[src/rtl/imm_packer_if.sv]
// rtl/imm_packer_if.sv - producer/consumer handshake bundle for the immediate packer
interface imm_packer_if;
  logic        in_valid;
  logic        in_ready;
  logic [31:0] in_base;
  logic [31:0] in_imm;
  logic [1:0]  in_imm_src;
  logic        out_valid;
  logic        out_ready;
  logic [31:0] out_instr;
  logic [31:0] out_addr;
  logic        out_err;

  // Drives entries in and consumes packed instructions (testbench / surrounding logic)
  modport master (
    output in_valid, in_base, in_imm, in_imm_src, out_ready,
    input  in_ready, out_valid, out_instr, out_addr, out_err
  );

  // The packer itself
  modport slave (
    input  in_valid, in_base, in_imm, in_imm_src, out_ready,
    output in_ready, out_valid, out_instr, out_addr, out_err
  );
endinterface

[src/rtl/imm_packer.sv]
// rtl/imm_packer.sv - packs I/S/B immediates into instruction words with range checking; optional IMM_PACK_ERRCNT_EN adds err_count
module imm_packer #(
  parameter logic [31:0] BASE_ADDR = 32'h0000_0000
) (
  input  logic         clk,
  input  logic         rst_n,
  input  logic         restart,
`ifdef IMM_PACK_ERRCNT_EN
  output logic [7:0]   err_count,
`endif
  imm_packer_if.slave  bus
);

  logic [31:0] enc_instr;
  logic        enc_err;
  logic [31:0] out_instr_q;
  logic [31:0] out_addr_q;
  logic        out_err_q;
  logic        out_valid_q;
  logic [31:0] next_addr_q;
  logic [31:0] load_addr;
  logic        accept;
  logic        xfer;

  assign bus.in_ready  = !out_valid_q || bus.out_ready;
  assign bus.out_valid = out_valid_q;
  assign bus.out_instr = out_instr_q;
  assign bus.out_addr  = out_addr_q;
  assign bus.out_err   = out_err_q;

  assign accept = bus.in_valid && bus.in_ready;
  assign xfer   = out_valid_q && bus.out_ready;

  // A restart in the same cycle as a load applies to that very entry
  assign load_addr = restart ? BASE_ADDR : next_addr_q;

  // Immediate field placement and range check; out-of-range values are still packed truncated
  always_comb begin
    enc_instr = bus.in_base;
    enc_err   = 1'b0;
    case (bus.in_imm_src)
      2'b00: begin
        enc_instr[31:20] = bus.in_imm[11:0];
        enc_err = !((&bus.in_imm[31:11]) || !(|bus.in_imm[31:11]));
      end
      2'b01: begin
        enc_instr[31:25] = bus.in_imm[11:5];
        enc_instr[11:7]  = bus.in_imm[4:0];
        enc_err = !((&bus.in_imm[31:11]) || !(|bus.in_imm[31:11]));
      end
      2'b10: begin
        enc_instr[31]    = bus.in_imm[12];
        enc_instr[7]     = bus.in_imm[11];
        enc_instr[30:25] = bus.in_imm[10:5];
        enc_instr[11:8]  = bus.in_imm[4:1];
        enc_err = !((&bus.in_imm[31:12]) || !(|bus.in_imm[31:12])) || bus.in_imm[0];
      end
      default: begin
        enc_err = 1'b1;
      end
    endcase
  end

  // Single output register: load on accept (replacing a departing entry without a bubble), else drain
  always_ff @(posedge clk) begin
    if (!rst_n) begin
      out_valid_q <= 1'b0;
      out_instr_q <= 32'h0;
      out_err_q   <= 1'b0;
      out_addr_q  <= BASE_ADDR;
    end else if (accept) begin
      out_valid_q <= 1'b1;
      out_instr_q <= enc_instr;
      out_err_q   <= enc_err;
      out_addr_q  <= load_addr;
    end else if (xfer) begin
      out_valid_q <= 1'b0;
    end
  end

  // Address for the next loaded entry; every loaded entry leaves unless reset discards it
  always_ff @(posedge clk) begin
    if (!rst_n) begin
      next_addr_q <= BASE_ADDR;
    end else if (accept) begin
      next_addr_q <= load_addr + 32'd4;
    end else if (restart) begin
      next_addr_q <= BASE_ADDR;
    end
  end

`ifdef IMM_PACK_ERRCNT_EN
  // Saturating count of erroring entries handed to the consumer; restart clears it
  always_ff @(posedge clk) begin
    if (!rst_n || restart) begin
      err_count <= 8'd0;
    end else if (xfer && out_err_q && (err_count != 8'hFF)) begin
      err_count <= err_count + 8'd1;
    end
  end
`endif

endmodule

[src/flat_wrapper.sv]
// flat-port wrapper written by rule: the top's interface ports become plain ports
module imm_packer_flat 
#(
  parameter logic [31:0] BASE_ADDR = 32'h0000_0000
)
  (clk, rst_n, restart, bus_in_valid, bus_in_base, bus_in_imm, bus_in_imm_src, bus_out_ready, bus_in_ready, bus_out_valid, bus_out_instr, bus_out_addr, bus_out_err);
  imm_packer_if bus_i ();
  input  logic clk;
  input  logic rst_n;
  input  logic restart;
  input wire logic [$bits(bus_i.in_valid)-1:0] bus_in_valid;
  input wire logic [$bits(bus_i.in_base)-1:0] bus_in_base;
  input wire logic [$bits(bus_i.in_imm)-1:0] bus_in_imm;
  input wire logic [$bits(bus_i.in_imm_src)-1:0] bus_in_imm_src;
  input wire logic [$bits(bus_i.out_ready)-1:0] bus_out_ready;
  output wire logic [$bits(bus_i.in_ready)-1:0] bus_in_ready;
  output wire logic [$bits(bus_i.out_valid)-1:0] bus_out_valid;
  output wire logic [$bits(bus_i.out_instr)-1:0] bus_out_instr;
  output wire logic [$bits(bus_i.out_addr)-1:0] bus_out_addr;
  output wire logic [$bits(bus_i.out_err)-1:0] bus_out_err;
  assign bus_i.in_valid = bus_in_valid;
  assign bus_i.in_base = bus_in_base;
  assign bus_i.in_imm = bus_in_imm;
  assign bus_i.in_imm_src = bus_in_imm_src;
  assign bus_i.out_ready = bus_out_ready;
  assign bus_in_ready = bus_i.in_ready;
  assign bus_out_valid = bus_i.out_valid;
  assign bus_out_instr = bus_i.out_instr;
  assign bus_out_addr = bus_i.out_addr;
  assign bus_out_err = bus_i.out_err;
  imm_packer #(.BASE_ADDR(BASE_ADDR)) u_core (.clk(clk), .rst_n(rst_n), .restart(restart), .bus(bus_i));
endmodule
[config.mk]
export PLATFORM = sky130hd
export DESIGN_NAME = imm_packer_flat
export DESIGN_NICKNAME = d
export VERILOG_FILES = /design/src/rtl/imm_packer_if.sv /design/src/rtl/imm_packer.sv /design/src/flat_wrapper.sv
export SDC_FILE = /design/constraint.sdc
export NUM_CORES = 1
export LEC_CHECK = 0
export ABC_AREA = 1
export CAP_MARGIN = 20
export CORE_UTILIZATION = 40
export CTS_BUF_LIST = sky130_fd_sc_hd__clkbuf_8
export DETAILED_ROUTE_END_ITERATION = 7
export PLACE_DENSITY = 0.67
export SLEW_MARGIN = 15
export SYNTH_ARGS = -nofsm -noshare
export SYNTH_HDL_FRONTEND = slang
export SYNTH_SLANG_ARGS = --single-unit
export TNS_END_PERCENT = 10
[constraint.sdc]
create_clock -name clk -period 2.3 [get_ports clk]
set_input_delay 0.345 -clock clk [delete_from_list [all_inputs] [get_ports clk]]
set_output_delay 0.345 -clock clk [all_outputs]
set_load 0.05 [all_outputs]
* Word level (Yosys, flattened, before mapping)
Index checks and enable logic that the tools add are counted.
** Cells by class
- Add/subtract/negate cells :: 1
- Equal/unequal tests :: 2
- Multiplexer cells :: 8
- Reduce and logical (&&, ||, !) cells :: 18
** Operators with widths (count)
- 2-to-1 mux 32 bit :: 2
- adder 32 x 3 -> 32 bit (second input constant) :: 1
- AND reduction 21 bit :: 1
- OR reduction 21 bit :: 1
- AND reduction 20 bit :: 1
- OR reduction 20 bit :: 1
- one-hot mux 7 bit (2 select lines) :: 1
- one-hot mux 5 bit (2 select lines) :: 1
- logical NOT 1 bit :: 5
- 2-to-1 mux 5 bit :: 1
- logical OR 1 bit :: 4
- == test 2 x 1 -> 1 bit (second input constant) :: 1
- == test 2 bit (second input constant) :: 1
- logical AND 1 bit :: 2
- logical NOT 2 bit :: 1
- 2-to-1 mux 1 bit :: 2
- one-hot mux 1 bit (2 select lines) :: 1
- nonzero test 2 bit :: 1
- OR reduction 2 bit :: 1
** Storage, ports and cells
- Bits in registers :: 98
- Bits of input ports :: 71
- Output and inout port bits :: 67

* Depth between registers and ports, before layout
Gate-level depths: netlist (run 1).
- Depth in word-level cells :: 6
- Depth in mapped cells :: 14

* Least setup slack after synthesis (run 1)
Ideal clock, no wire load.
- Path type :: in2reg
- Start point :: input port restart
- End point :: register u_core.next_addr_q[26]
- Arrival :: 1881 ps
- Path slack :: 306 ps
- Stages :: 13
- Cells stage by stage :: inv_4 -> buf_6 -> buf_2 -> nand2_1 -> inv_1 -> ha_1 -> inv_1 -> nor2_1 -> nand4_4 -> nor2_4 -> nand2_1 -> o21ai_1 -> nor2_1
** Between the ends
- Cells in the longest elaborated chain, start to end :: 3
** RTL lines
- start: declaration :: line flat_wrapper.sv:10 : input logic restart;
- 2-to-1 mux 32 bit
- named net u_core.load_addr[3] :: line imm_packer.sv:21 : logic [31:0] load_addr;
- adder 32 x 3 -> 32 bit :: line imm_packer.sv:86 : next_addr_q <= load_addr + 32'd4;
- 2-to-1 mux 32 bit :: line imm_packer.sv:85 : end else if (accept) begin
- end signal: assignment :: line imm_packer.sv:86
- end: declaration :: line imm_packer.sv:20 : logic [31:0] next_addr_q;
The timed path passes the listed nets, and every way through them passes these cells.
A chain may end at the register's enable or synchronous reset.

* Worst setup path in the final report (run 1)
- Start point :: input port restart
- End point :: register u_core.next_addr_q[27]
** Between the ends
- Cells in the longest elaborated chain, start to end :: 3
** RTL lines (line)
- 2-to-1 mux 32 bit (*)
- adder 32 x 3 -> 32 bit :: imm_packer.sv:86
- 2-to-1 mux 32 bit (*) :: imm_packer.sv:85
Every way passes the cells marked *; elsewhere a longest branch is shown, timed or not.

==> metrics.cfg, run 1 <==
[status]
status = complete, but fails checks
violations = design-rule violations

[placed_design]
port_buffers = 137
place.gp.congestion = 0.888
place_inst = 944
hpwl_um = 9380
pre_cts_slack_ns = 0.00693

[clocking]
clock_sinks = 98
insertion_delay_ns = 0.38
post_cts_resize_count = 0
cts_made_buffers = 9
tritoncts = yes
cts_setup_buffers = 0
path_clk_slew_ns = 0.10
ctsHoldBuffers = 0
cts-htree-levels = 3
cts-root-buf = clkbuf_8
clockBufferDepth = 2

[routing]
num_vias = 4785
routed_via_density = 4.98
drc_errors = 14
drt_iter0_drc = 251
firstDrtPassIters = 7
detail-route-antenna-nets = 0
drt-total-wl_um = 12500
wl_per_cell_um = 13.0

[synth]
syn-num-nets = 756
yosys_warnings = 0
netlist_instances = 680
yosysUniqueCellTypes = 35
yosysSeqAreaShare = 0.413
syn-cell-area_sq_um = 4750
syn_area_per_cell_sq_um = 6.99
synth_seq_cells = 98

[sta]
rsz0062_at_grt = no
finalCritPeriodShare = 0.832
tns_ns = 0
final_max_slew_viol_count = 0
relSlewSlack = 0.624
fmax_mhz = 522
post-route-min-period_ns = 1.91
fin_ws_ns = 0.385
fin_skew_ns = 0.0122
setup_viol = 0
worstMarginPinSlew_ns = 0.564
timing.hold.ws_ns = 0.465
hold_violations = 0

[critical_path]
crit_path_max_fanout = 9
cp-end-kind = register
crit_required_ns = 2.61
crit_arrival_ns = 2.23
worst_setup_path_start_kind = input port
crit_type = input port to register

[die]
row_count = 39
floorplan.die_area_sq_um = 12300
initial_utilization = 0.413
die_x_um = 111
chipHeight_um = 111
core-area_sq_um = 11500
io_pins = 138

[power_and_ir_drop]
fin_total_pwr_mw = 3.90
p_leak_nw = 2.48
ir_worst_vdd_mv = 0.307
pwr_density_cell_nw_per_um2 = 599

[job]
drv_cap = 0

[grt]
grt_pass1_wl_um = 20800
grt_overflow_total = 0
grt_max_degree = 61
grt_antenna_before_repair = 0
track_usage = 0.208
grt_pass1_vias = 4526

[final_layout]
fin_nets = 888
fin_cells = 960
diodes = 0
fill_cells = 1111
drive_above_1_share = 0.0857
area_delta_synth_final_pct = 37.0

[min_path]
hold_class = register to register

==> critical path: stages <==
cell and delay, ns:
clkdlybuf4s50_1 0.40, buf_4 0.17, inv_4 0.11, buf_12 0.14
nand3_1 0.13, nor2_1 0.34, nand2_1 0.11, nor2_1 0.16
nand3_1 0.09, nand2_1 0.08, nand2_1 0.05, a21oi_1 0.11
==> registers in the layout, summed over array words and instances, names as in the netlist <==
signal	count
u_core.next_addr_q	32
u_core.bus.out_err	1
u_core.bus.out_instr	32
u_core.bus.out_addr	32
u_core.bus.out_valid	1
==> cell usage in the layout (no fill, tap or decap), types with 8 or more instances in the layout <==
master,n
nor2_1,109
inv_1,71
nand4_1,8
a21oi_1,56
a31oi_1,16
buf_4,12
clkbuf_8,12
nand3_2,8
dfxtp_1,98
o21ai_0,78
clkdlybuf4s50_1,135
nand2_1,115
nor3_1,8
nand3_1,36
==> power breakdown <==
| part | total [mW] | switching, mW | leakage (nW) | internal, mW |
|---|---|---|---|---|
| Clock | 1.20 | 0.607 | 0.110 | 0.591 |
| Sequential | 1.82 | 0.0419 | 0.804 | 1.78 |
| Combinational | 0.881 | 0.546 | 1.57 | 0.335 |
| Total | 3.90 | 1.19 | 2.48 | 2.71 |
==> cell families after synthesis <==
group / synth area share
buf+inv: 0.0903
fa+ha+maj: 0.0132
simple gates: 0.307
flops: 0.413
compound gates: 0.176
==> metrics by stage <==
step                instance area (sq um)   util
floorplan                            4750      -
global placement                     6290  0.547
detailed placement                   6290  0.547
CTS                                  6510  0.565
global route                         6510  0.565
finish                               6510  0.565
==> Yosys cell counts <==
| cell type | number | area, sq um |
|---|---|---|
| a211oi_1 | 1 | 7.51 |
| a21boi_0 | 1 | 7.51 |
| a21oi_1 | 56 | 280 |
| a31oi_1 | 16 | 100 |
| and3_1 | 1 | 6.26 |
| buf_1 | 4 | 15.0 |
| buf_12 | 1 | 20.0 |
| buf_2 | 4 | 20.0 |
| buf_6 | 1 | 11.3 |
| clkbuf_1 | 20 | 75.1 |
| dfxtp_1 | 98 | 1960 |
| ha_1 | 5 | 62.6 |
| inv_1 | 70 | 263 |
| inv_2 | 5 | 18.8 |
| inv_4 | 1 | 6.26 |
| nand2_1 | 115 | 432 |
| nand2_2 | 5 | 31.3 |
| nand2_4 | 1 | 11.3 |
| nand3_1 | 36 | 180 |
| nand3_2 | 8 | 80.1 |
| nand3_4 | 3 | 52.6 |
| nand4_1 | 8 | 50.1 |
| nand4_4 | 1 | 21.3 |
| nor2_1 | 109 | 409 |
| nor2_2 | 5 | 31.3 |
| nor2_4 | 7 | 78.8 |
| nor3_1 | 8 | 40.0 |
| nor3_4 | 1 | 16.3 |
| nor3b_2 | 1 | 12.5 |
| o21a_1 | 1 | 7.51 |
| o21ai_0 | 78 | 390 |
| o21ai_1 | 6 | 30.0 |
| o221ai_1 | 1 | 8.76 |
| o22ai_1 | 1 | 6.26 |
| or2_2 | 1 | 6.26 |
==> metal layers <==
metal	routed length, um	vias to the layer above	global-route usage
li1	-	2484	-
met1	5830	2156	0.261
met2	5650	128	0.336
met3	820	17	0.0585
met4	215	0	0.0804
met5	0	-	0
==> path summary, 6_finish.rpt <==
| path | startpoint | end | slack, ns | cells past startpoint |
|---|---|---|---|---|
| max reg2reg | u_core.next_addr_q[2] | u_core.next_addr_q[21] | 0.65 | 9 |
| max | restart | u_core.next_addr_q[27] | 0.39 | 12 |
| min reg2reg | u_core.next_addr_q[0] | u_core.next_addr_q[0] | 0.47 | 2 |
| min | u_core.next_addr_q[0] | u_core.next_addr_q[0] | 0.47 | 2 |
==> layout make-up <==
cell class	count	area (sq um)	area share
Clock buffer	12	165	0.0254
Clock inverter	4	50.0	0.00769
Inverter	76	288	0.0442
Multi-Input combinational cell	476	2360	0.362
Sequential cell	98	1960	0.301
Tap cell	143	179	0.0275
Timing Repair Buffer	151	1510	0.231
Note: power is estimated with default switching activity, not from simulation.
==> run 2: changes to the inputs <==
Clock period 2.3 ns to 1.8 ns, I/O delays scaled along.
==> metrics.cfg, run 2 (synthesis gave the netlist of run 1 again) <==
[status]
status = complete, but fails checks
violations = design-rule violations

[grt]
grt_pass1_wl_um = 20900
track_usage = 0.207
grt_pass1_vias = 4602
grt_max_degree = 58
grt_antenna_before_repair = 0
grt_overflow_total = 0

[critical_path]
crit_required_ns = 2.08
r2r-end = u_core.next_addr_q[21]
worstRegToRegCells = 9
slowest_stage = dfxtp_1
crit_type = register to register
worst_setup_path_start_kind = register
path_buf_inv = 1
worstReg2RegStart = u_core.next_addr_q[2]
crit_path_max_incr_delay_ns = 0.32
crit_family = simple AND/OR/NAND/NOR gates
cp-end-kind = register
crit_chain = inv_1 -> nor2_4 -> nand3_2 -> nor2_1 -> nand3_2 -> nor2_4 -> nand2_1 -> nor3_1 -> nor2_1
crit_arrival_ns = 1.92
crit_path_max_fanout = 6
ff2ff_setup_slack_ns = 0.16
cp.depth = 9

[routing]
routed_via_density = 4.89
drt_iter0_drc = 316
firstDrtPassIters = 7
num_vias = 4921
detail-route-antenna-nets = 0
wl_per_cell_um = 12.6
drc_errors = 14
drt-total-wl_um = 12700

[sta]
final_max_slew_viol_count = 0
fin_skew_ns = 0.0129
setup_viol = 0
fin_ws_ns = 0.164
rsz0062_at_grt = no
fmax_mhz = 611
worstMarginPinSlew_ns = 0.520
finalCritPeriodShare = 0.909
post-route-min-period_ns = 1.64
relSlewSlack = 0.654
hold_violations = 0
tns_ns = 0

[power_and_ir_drop]
p_leak_nw = 2.90
ir_worst_vdd_mv = 0.382
pwr_density_cell_nw_per_um2 = 712

[min_path]
holdPathStages = 3
min_from = rst_n
hold_class = input port to register
holdPathEnd = u_core.bus.out_instr[12]

[final_layout]
diodes = 0
final_common_cell = nand2_1
fill_cells = 1079
fin_util = 0.587
drive_above_1_share = 0.176
final_cell_mix = 115 x nand2_1, 107 x nor2_1, 98 x dfxtp_1, 88 x buf_4, 78 x o21ai_0
fin_nets = 934
area_delta_synth_final_pct = 42.2
fin_cells = 1006

[clocking]
clock_sinks = 98
cts-root-buf = clkbuf_8
cts_made_buffers = 9
tritoncts = yes
path_clk_slew_ns = 0.11
cts_setup_buffers = 0
cts-htree-levels = 3
clockBufferDepth = 2
insertion_delay_ns = 0.38

[placed_design]
place.gp.congestion = 0.839
pre_cts_slack_ns = -0.368
port_buffers = 137
hpwl_um = 9720
place_inst = 989

[die]
io_pins = 138
die_x_um = 111
initial_utilization = 0.413
core-area_sq_um = 11500
chipHeight_um = 111
floorplan.die_area_sq_um = 12300
row_count = 39

[job]
drv_cap = 0

==> run 2: changes by cell type in the layout (fill, tap and decap cells not counted), sizes merged <==
cell / delta
dlygate4sd2: +30
clkdlybuf4s50: -67
clkinvlp: +2
dlymetal6s2s: +4
inv: +2
clkbuf: -3
clkinv: +1
bufinv: -1
buf: +78
==> run 2: power by group <==
part           total, mW  leakage (nW)  internal [mW]  switching, mW
Sequential          2.33         0.804           2.28         0.0526
Combinational       1.10          2.01          0.396          0.703
Clock               1.38        0.0884          0.527          0.855
==> run 2: worst register-to-register path, stage by stage, from the launching register on <==
cell	delay, ns
dfxtp_1	0.32
inv_1	0.07
nor2_4	0.17
nand3_2	0.09
nor2_1	0.19
nand3_2	0.15
nor2_4	0.22
nand2_1	0.12
nor3_1	0.15
nor2_1	0.06
==> run 2: what timing repair did <==
| item | in CTS | in global routing |
|---|---|---|
| setup endpoints to repair | 30 | 24 |
| pin swaps | 0 | 1 |
| gates cloned | 0 | 1 |
| hold buffers | 0 | 0 |
| resized for setup | 30 | 6 |
==> run 2: through the flow <==
stage	hold WS (ns)	power, mW	instance area [sq um]
2_1_floorplan	0.422	3.04	4760
3_3_place_gp	0.441	3.50	6580
3_5_place_dp	0.444	3.52	6580
4_1_cts	0.319	4.85	6730
5_1_grt	0.347	5.02	6760
6_report	0.328	4.81	6760
==> run 2: worst max-delay path by stage <==
| stage | from | to | slack, ns |
|---|---|---|---|
| 3_3_place_gp | restart | u_core.next_addr_q[27] | -0.36 |
| 3_5_place_dp | restart | u_core.next_addr_q[30] | -0.37 |
| 6_report | u_core.next_addr_q[2] | u_core.next_addr_q[21] | 0.16 |
| 4_1_cts | u_core.bus.out_addr[30] | bus_out_addr[30] | 0.004 |
| 2_1_floorplan | restart | u_core.next_addr_q[26] | -0.01 |
| 5_1_grt | u_core.next_addr_q[2] | u_core.next_addr_q[21] | 0.03 |
==> run 2: routing by layer <==
metal,part of all wire,vias up,global-route usage
met1,0.47,2214,0.259
li1,-,2587,-
met3,0.054,14,0.0476
met4,0.011,0,0.0603
met2,0.47,106,0.355
met5,0,-,0
==> run 2: area by class of cell <==
cell class	count	area, sq um	area share
inverter	76	288	0.0426
tap	143	179	0.0265
multi-input combinational	476	2370	0.352
timing repair buffer	196	1760	0.260
timing repair inverter	1	7.51	0.00111
clock inverter	7	61.3	0.00908
clock buffer	9	124	0.0183
sequential	98	1960	0.290
